--- src/rtl/data_cache_pkg.sv ---
// Shared definitions for the data-cache blocks: flush sequencer states and qword geometry.
package data_cache_pkg;

    typedef enum logic [2:0] {
        ST_IDLE   = 3'd0,
        ST_SCAN   = 3'd1,
        ST_READ   = 3'd2,
        ST_WRITE  = 3'd3,
        ST_UPDATE = 3'd4,
        ST_DONE   = 3'd5
    } flush_state_t;

    localparam int QWORD_BYTES = 16;
    localparam int QWORD_BITS  = 128;

endpackage

--- src/rtl/data_cache_flush_ctrl.sv ---
// Writes back the dirty qwords of one cache block, one memory transaction per qword,
// then strobes the block so each written-back qword has its dirty bit cleared.
module data_cache_flush_ctrl
    import data_cache_pkg::*;
#(
    parameter int QWORD_COUNT    = 8,
    parameter int IDX_WIDTH      = $clog2(QWORD_COUNT),
    parameter int MEM_ADDR_WIDTH = 32
) (
    input  logic                      clk_i,
    input  logic                      rst_i,
    input  logic                      flush_req_i,
    input  logic [MEM_ADDR_WIDTH-1:0] base_addr_i,
    input  logic [QWORD_COUNT-1:0]    dirty_i,
    input  logic                      wr_conflict_i,
    output logic [IDX_WIDTH-1:0]      qword_addr_o,
    input  logic [QWORD_BITS-1:0]     qword_data_i,
    output logic [QWORD_COUNT-1:0]    flushing_n_o,
    output logic                      cleaned_n_o,
    output logic                      mem_req_o,
    output logic [MEM_ADDR_WIDTH-1:0] mem_addr_o,
    output logic [QWORD_BITS-1:0]     mem_wdata_o,
    input  logic                      mem_ack_i,
    output logic                      busy_o,
    output logic                      done_o,
    output logic [IDX_WIDTH:0]        wb_count_o
);

    localparam int                   BASE_W   = MEM_ADDR_WIDTH - 4;
    localparam logic [IDX_WIDTH-1:0] LAST_IDX = IDX_WIDTH'(QWORD_COUNT - 1);

    flush_state_t                  r_state, w_next_state;
    logic [IDX_WIDTH-1:0]          r_idx, w_next_idx;
    logic [BASE_W-1:0]             r_base;
    logic [IDX_WIDTH:0]            r_wb_cnt, w_next_wb_cnt;
    logic                          r_conflict, w_next_conflict;

    logic [QWORD_COUNT-1:0]        r_flushing_n, w_flushing_n;
    logic                          r_cleaned_n, w_cleaned_n;
    logic                          r_mem_req, w_mem_req;
    logic [MEM_ADDR_WIDTH-1:0]     r_mem_addr, w_mem_addr;
    logic [QWORD_BITS-1:0]         r_mem_wdata, w_mem_wdata;
    logic                          r_busy, w_busy;
    logic                          r_done, w_done;
    logic [IDX_WIDTH:0]            r_wb_count_o, w_wb_count_o;

    always_ff @(posedge clk_i or posedge rst_i) begin
        if (rst_i) begin
            r_state    <= ST_IDLE;
            r_idx      <= '0;
            r_base     <= '0;
            r_wb_cnt   <= '0;
            r_conflict <= 1'b0;
        end else begin
            r_state    <= w_next_state;
            r_idx      <= w_next_idx;
            r_wb_cnt   <= w_next_wb_cnt;
            r_conflict <= w_next_conflict;
            if (r_state == ST_IDLE && flush_req_i)
                r_base <= base_addr_i[MEM_ADDR_WIDTH-1:4];
        end
    end

    always_comb begin
        w_next_state    = r_state;
        w_next_idx      = r_idx;
        w_next_wb_cnt   = r_wb_cnt;
        w_next_conflict = r_conflict;
        unique case (r_state)
            ST_IDLE: begin
                if (flush_req_i) begin
                    w_next_state  = ST_SCAN;
                    w_next_idx    = '0;
                    w_next_wb_cnt = '0;
                end
            end
            ST_SCAN: begin
                if (dirty_i[r_idx])
                    w_next_state = ST_READ;
                else if (r_idx == LAST_IDX)
                    w_next_state = ST_DONE;
                else
                    w_next_idx = r_idx + 1'b1;
            end
            ST_READ: begin
                w_next_state    = ST_WRITE;
                w_next_conflict = wr_conflict_i;
            end
            ST_WRITE: begin
                w_next_conflict = r_conflict | wr_conflict_i;
                if (mem_ack_i)
                    w_next_state = ST_UPDATE;
            end
            ST_UPDATE: begin
                if (!r_conflict)
                    w_next_wb_cnt = r_wb_cnt + 1'b1;
                if (r_idx == LAST_IDX) begin
                    w_next_state = ST_DONE;
                end else begin
                    w_next_state = ST_SCAN;
                    w_next_idx   = r_idx + 1'b1;
                end
            end
            ST_DONE:  w_next_state = ST_IDLE;
            default:  w_next_state = ST_IDLE;
        endcase
    end

    // Outputs are decoded from the next state so they line up with the state they describe.
    always_comb begin
        w_busy       = (w_next_state != ST_IDLE);
        w_done       = (w_next_state == ST_DONE);
        w_mem_req    = (w_next_state == ST_WRITE);
        w_flushing_n = '1;
        w_cleaned_n  = 1'b1;
        w_mem_addr   = r_mem_addr;
        w_mem_wdata  = r_mem_wdata;
        w_wb_count_o = r_wb_count_o;
        if (w_next_state == ST_UPDATE) begin
            w_flushing_n = ~(QWORD_COUNT'(1) << w_next_idx);
            w_cleaned_n  = w_next_conflict;
        end
        // Read data arrives during READ for the index presented during SCAN.
        if (r_state == ST_READ) begin
            w_mem_addr  = {r_base + BASE_W'(r_idx), 4'b0000};
            w_mem_wdata = qword_data_i;
        end
        if (w_next_state == ST_DONE)
            w_wb_count_o = w_next_wb_cnt;
    end

    always_ff @(posedge clk_i or posedge rst_i) begin
        if (rst_i) begin
            r_flushing_n <= '1;
            r_cleaned_n  <= 1'b1;
            r_mem_req    <= 1'b0;
            r_mem_addr   <= '0;
            r_mem_wdata  <= '0;
            r_busy       <= 1'b0;
            r_done       <= 1'b0;
            r_wb_count_o <= '0;
        end else begin
            r_flushing_n <= w_flushing_n;
            r_cleaned_n  <= w_cleaned_n;
            r_mem_req    <= w_mem_req;
            r_mem_addr   <= w_mem_addr;
            r_mem_wdata  <= w_mem_wdata;
            r_busy       <= w_busy;
            r_done       <= w_done;
            r_wb_count_o <= w_wb_count_o;
        end
    end

    assign qword_addr_o = r_idx;
    assign flushing_n_o = r_flushing_n;
    assign cleaned_n_o  = r_cleaned_n;
    assign mem_req_o    = r_mem_req;
    assign mem_addr_o   = r_mem_addr;
    assign mem_wdata_o  = r_mem_wdata;
    assign busy_o       = r_busy;
    assign done_o       = r_done;
    assign wb_count_o   = r_wb_count_o;

endmodule

--- config.mk ---
export PLATFORM = sky130hd
export DESIGN_NAME = data_cache_flush_ctrl
export DESIGN_NICKNAME = d
export VERILOG_FILES = /design/src/rtl/data_cache_pkg.sv /design/src/rtl/data_cache_flush_ctrl.sv
export SDC_FILE = /design/constraint.sdc
export NUM_CORES = 1
export LEC_CHECK = 0
export BUFFER_PORTS_ARGS = -buffer_cell sky130_fd_sc_hd__buf_4
export CORE_ASPECT_RATIO = 0.6
export CORE_MARGIN = 2
export CORE_UTILIZATION = 44
export CTS_CLUSTER_DIAMETER = 150
export DETAILED_ROUTE_END_ITERATION = 12
export PLACE_DENSITY = 0.77
export SYNTH_ARGS = -nofsm -noshare
export SYNTH_HDL_FRONTEND = slang
export SYNTH_SLANG_ARGS = --single-unit
--- constraint.sdc ---
create_clock -name clk_i -period 7 [get_ports clk_i]
set_clock_uncertainty 0.1 [all_clocks]
set_input_delay 1.05 -clock clk_i [delete_from_list [all_inputs] [get_ports clk_i]]
set_output_delay 1.05 -clock clk_i [all_outputs]
set_load 0.005 [all_outputs]
; ---- Yosys cells after proc, flatten, opt, wreduce, memory -nomap -nowiden
; Index checks and enable logic that the tools add are counted.
[op_classes]
add_sub_neg = 3
order_cmp = 1
eq_ne = 8
shifts = 1
muxes = 18
n_bitwise = 2
reduce_logical = 3
[ops]
columns = cell, count
row1 = 28-bit by 3-bit adder with 28-bit output, 1
row2 = 3-bit 2-to-1 mux, 8
row3 = 3-bit case mux with 5 select lines, 1
row4 = 3-bit equality test (second input constant), 4
row5 = 3-bit by 2-bit equality test with 1-bit output (second input constant), 3
row6 = 3-bit case mux with 3 select lines, 1
row7 = 4-bit 2-to-1 mux, 2
row8 = 8-bit 2-to-1 mux, 1
row9 = 8-bit inverter, 1
row10 = 4-bit case mux with 2 select lines, 1
row11 = 1-bit by 3-bit left shift with 8-bit output (first input constant), 1
row12 = 4-bit by 1-bit adder with 4-bit output (second input constant), 1
row13 = 3-bit by 4-bit less-than comparator with 1-bit output (second input constant), 1
row14 = 3-bit by 1-bit adder with 3-bit output (second input constant), 1
row15 = 1-bit binary-select mux with 3-bit select, 1
row16 = 3-bit by 1-bit equality test with 1-bit output (second input constant), 1
row17 = 3-bit zero test, 1
row18 = 3-bit nonzero test, 1
row19 = 1-bit 2-to-1 mux, 2
row20 = 1-bit case mux with 2 select lines, 1
row21 = 1-bit logical AND, 1
row22 = 1-bit OR, 1
[totals]
ff_bits = 211
input_bits = 173
out_inout_bits = 179
elab_cells = 49

; ---- Longest topological paths before layout
[logic_depth]
depth_word = 7
ltp_mapped = 8
mapped_depth_nobuf = 7

; ---- Worst setup path before layout
; OpenSTA, ideal clock, no wires.
[synth_path]
path_type = input -> register
startpoint = input port dirty_i[3]
endpoint = register r_wb_count_o[2] (netlist: wb_count_o[2])
setup_ns = 0.125
arrival_time_ns = 2.200
required_ns = 6.775
setup_slack_ns = 4.575
path_stages = 5
n_path_buf = 0
cell_sequence = mux2i_1 -> nor3b_1 -> o41a_1 -> nor2_4 -> mux2_2
[synth_between]
elab_chain_len = 5
[synth_lines]
columns = element, line
row1 = start: declaration, data_cache_flush_ctrl.sv:14  ; input logic [QWORD_COUNT-1:0] dirty_i,
row2 = 1-bit binary-select mux with 3-bit select, data_cache_flush_ctrl.sv:78  ; if (dirty_i[r_idx])
row3 = 1-bit 2-to-1 mux (not written as such), data_cache_flush_ctrl.sv:78
row4 = 3-bit 2-to-1 mux, data_cache_flush_ctrl.sv:78
row5 = 3-bit case mux with 5 select lines, data_cache_flush_ctrl.sv:69  ; unique case (r_state)
row6 = 3-bit equality test, --
row7 = via w_done, data_cache_flush_ctrl.sv:44  ; logic r_done, w_done;
row8 = end signal: assignment, data_cache_flush_ctrl.sv:150  ; r_wb_count_o <= w_wb_count_o;
row9 = end: declaration, data_cache_flush_ctrl.sv:45  ; logic [IDX_WIDTH:0] r_wb_count_o, w_wb_count_o;
; The timed path passes the listed nets, and every way through them passes these cells. The select of a mux whose other input is x is not followed.
; A chain may end at the register's enable or synchronous reset.

; ---- Worst setup path in the final report
[layout_path]
startpoint = register r_state[2]
endpoint = register r_mem_wdata[116] (netlist: mem_wdata_o[116])
[layout_between]
elab_chain_len = 1
[layout_lines]
columns = element, line
row1 = start: declaration, data_cache_flush_ctrl.sv:32  ; flush_state_t r_state, w_next_state;
row2 = start signal: assignment, data_cache_flush_ctrl.sv:55  ; r_state <= w_next_state;
row3 = 3-bit by 2-bit equality test with 1-bit output, data_cache_flush_ctrl.sv:124  ; if (r_state == ST_READ) begin
row4 = end signal: assignment, data_cache_flush_ctrl.sv:147  ; r_mem_wdata <= w_mem_wdata;
row5 = end: declaration, data_cache_flush_ctrl.sv:42  ; logic [QWORD_BITS-1:0] r_mem_wdata, w_mem_wdata;
; Every way passes these cells.

==> results.txt <==
On the worst path, the slowest cell contributes a delay of 0.87 ns. The average footprint of a synthesized cell works out to 9.72 um2. The via-per-instance ratio is 4.83.

The mapped netlist covers 0.00873 mm2. Clock tree synthesis selected as its root buffer the cell clkbuf_16. The tools report the number of standard-cell rows in the floorplan as 39. Including well taps, the total number of placed cells is 1468. Worst setup slack after layout: 4.01 ns. In this run the deepest clock path goes through 3 buffers. Static timing analysis puts the maximum clock frequency at 0.335 GHz. The max-slew violation count came out at 0. The logs give 5 for the total iterations of the first detailed-routing run and 352 for the I/O pin count. The sequential-to-total area share from yosys stat was 60.6%; the number of library cell types mapped by synthesis was 52. The floorplan step defined a core boundary enclosing 0.0192 mm2. Cells with a size suffix above 1 make up 35.4% of the layout. The design draws 0.00561 W. Global routing finished with a remaining overflow of 0.

Number of global-route vias before repair: 7082. Data arrives at the worst endpoint at 3.30 ns. The top cell types in the final layout, fill and taps aside, are nand2_1 (435), buf_4 (348), dfrtp_1 (202), o21ai_0 (30), mux2_2 (28). For this design the ratio of total power to cell area is 457 mW/mm2. For the setup slack at placement, the log shows 4.05 ns. For this design, the slowest cell found on the critical path is nand2b_4.

Counting every instance in the synthesized netlist gives 899. The filler cells instantiated in the layout total 1629. The congestion estimate from routability-driven global placement came to 0.786. In the final layout, the multi-input gates occupy 0.00324 mm2. Summed over all nets, the half-perimeter wirelength after detailed placement is 17000 um. Counting stages on the worst path, the most repeated cell is nand2_1.

The worst min-delay path class is reg -> reg. Setup violations remaining at the end of the flow were counted as 0. In this run the worst path has a maximum fanout of 110. Setup repair after global routing left no endpoint under its margin.

Count of hold-fix buffers inserted at cts: 0. Buffers placed on the I/O ports in this run total 343. The largest vdd supply drop was 0.248 mV. Number of setup buffers added after CTS: 0.

The worst hold path passes through 2 cells. The final layout contains 1404 nets. Across all hold checks on the routed design, the worst slack comes to 0.372 ns. For the count of vias placed by the detailed router, the log shows 7274.

In the global route stage, overall resource usage came out at 22.5%. The critical path capture point type is a flip-flop. The final antenna diode count was 0; the clock insertion delay at the later pin of the skew report was 0.49 ns. Number of cell instances on the worst register-to-register path: 5. TritonCTS built the clock tree. The area share of the largest cell type after synthesis was 57.9%. The logs give 1 for the H-tree level count and 0 for the max capacitance violation total. The most common cell after layout, fill and taps aside is nand2_1. The post-synthesis async set-or-reset flop share came out at 100%.

The final layout contains routed wiring with a total length of 24200 um. The tools report the global-route wire length before repair as 37400 um. The width of the die works out to 186 um.

The flow ran to the end, and the final reports show no timing, DRC or antenna violations. The area added between synthesis and finish is 40.6%. The setup path with the least slack is of type reg -> reg. In the final timing run, aggregate negative setup slack is 0 ns. For this run, the leading register cell type out of synthesis is dfrtp_1. Excluding fillers, the count of instances in the completed layout stands at 1505. Initial cell density of the core: 45.4%.

By area the synthesized netlist is led by dfrtp_1 (58%), nand2_1 (19%), mux2_2 (3.6%). For the number of hold-slack violations in the final timing report, the log shows 0. Counting every sink on the clock net gives 211. Measured against its own limit, the worst slew margin works out to 16.8%. For this design the static power due to leakage is 6.38 nW. Counting the buffers created by CTS gives 21. The count of nets left with antenna violations once routing finished came out at 0.

The die covers 0.0210 mm2. For the critical path required time, the log shows 7.31 ns. Counting flops and latches in the post-synthesis netlist gives 211.

Post-CTS repair changed the size of 0 cells. At the pin with the least slew margin, the transition time is 1.25 ns. Average wire length per cell after detail routing: 16.1 um. Traced cell by cell, the critical path runs through nor2b_1 -> nand2b_4 -> buf_4 -> nand2_1 -> nand2_1.

The yosys synthesis warning count was 0; the clock input transition at the sequential cells of the worst setup and hold paths was 0.07 ns. The storage element area was 0.00529 mm2. Measured along the y axis, the die boundary spans 113 um.

The starting DRC count in detailed routing was 363; the minimum clock period after layout was 2.99 ns. In the routed design, unresolved DRC markers number 0. Cell taking the most area after synthesis: dfrtp_1. After layout, the worst path uses 42.7% of the clock period. Entering global routing, the biggest net connects 111 pins.

The number of enable flip-flop cells after synthesis works out to 0. The startpoint type of the worst setup path is a flip-flop. For the initial antenna violation count, the log shows 0.
layout make-up:
cell class | instances | share of cell area, %
clock buffers | 23 | 4.42
clock inverters | 14 | 1.95
inverters | 5 | 0.214
multi-input cells | 638 | 26.4
flip-flops and latches | 211 | 43.1
well taps | 266 | 2.71
repair buffers | 348 | 21.3
power by group:
part	total (W)	internal [W]	leakage [nW]	switching (W)
Sequential	0.00218	0.00178	2.59	0.000392
Combinational	0.00215	0.00107	3.42	0.00108
Clock	0.00128	0.000789	0.379	0.000492
per-layer routing:
| metal | global-route usage (%) | wire [um] | up-vias |
|---|---|---|---|
| met3 | 6.86 | 2060 | 41 |
| li1 | - | - | 3536 |
| met2 | 36.5 | 11500 | 229 |
| met5 | 0 | 0 | - |
| met4 | 5.98 | 560 | 0 |
| met1 | 29.6 | 10100 | 3468 |
flip-flops by register name, summed over array words and instances (netlist names):
signal and cells:
busy_o 1, cleaned_n_o 1, done_o 1, flushing_n_o 8, mem_addr_o 28, mem_req_o 1
mem_wdata_o 128, qword_addr_o 3, r_base 28, r_conflict 1, r_state 3, r_wb_cnt 4
wb_count_o 4
worst max-delay path, delay by kind of cell, from the launching register on:
family / cells / cell delay [ns]
AND/OR/NAND/NOR: 4 / 1.34
buffers and inverters: 1 / 0.74
flip-flops: 1 / 0.63
synth_stat cells, types with 3 or more instances:
cell,number
clkbuf_1,27
a22o_1,4
mux2_2,28
xnor2_1,20
a21o_1,4
buf_4,5
inv_1,3
ha_1,5
dfstp_2,9
and2_1,5
nor2_1,11
nand4_1,5
xor2_1,3
nor3b_1,4
nor4_1,8
nand2b_1,5
buf_2,15
a21oi_1,3
o21ai_0,30
nand3_1,12
mux2i_1,8
dfrtp_1,202
nand2_1,435
mux2_1,3
nor3_1,10
kinds of logic (layout without fill, tap and decap cells):
family | count (synthesis) | in the layout | share of synthesized area (%)
XOR/XNOR | 23 | 23 | 2.31
AO/OA/AOI/OAI | 50 | 50 | 3.64
adder cells (fa/ha/maj) | 6 | 6 | 0.945
other | 1 | 4 | 0.0429
AND/OR/NAND/NOR | 514 | 514 | 24.4
multiplexers | 41 | 41 | 5.43
flip-flops | 211 | 211 | 60.6
buffers and inverters | 53 | 390 | 2.71
path summary, 6_finish.rpt:
path | from | endpoint | slack (ns)
max | r_state[2]$_DFF_PP0_ | mem_wdata_o[116]$_DFFE_PP0P_ | 4.01
min | mem_wdata_o[39]$_DFFE_PP0P_ | mem_wdata_o[39]$_DFFE_PP0P_ | 0.37
max reg2reg | r_state[2]$_DFF_PP0_ | mem_wdata_o[116]$_DFFE_PP0P_ | 4.01
min reg2reg | mem_wdata_o[39]$_DFFE_PP0P_ | mem_wdata_o[39]$_DFFE_PP0P_ | 0.37
max in group asynchronous | rst_i | mem_wdata_o[60]$_DFFE_PP0P_ | 4.97
min in group asynchronous | rst_i | mem_wdata_o[21]$_DFFE_PP0P_ | 0.58
per-stage QoR:
stage	area, um2	util, %
after floorplan	8750	-
after global placement	11500	59.8
after detailed placement	11500	59.8
after CTS	12300	63.9
after global routing	12300	63.9
final	12300	63.9
(Power assumes the default switching activity.)
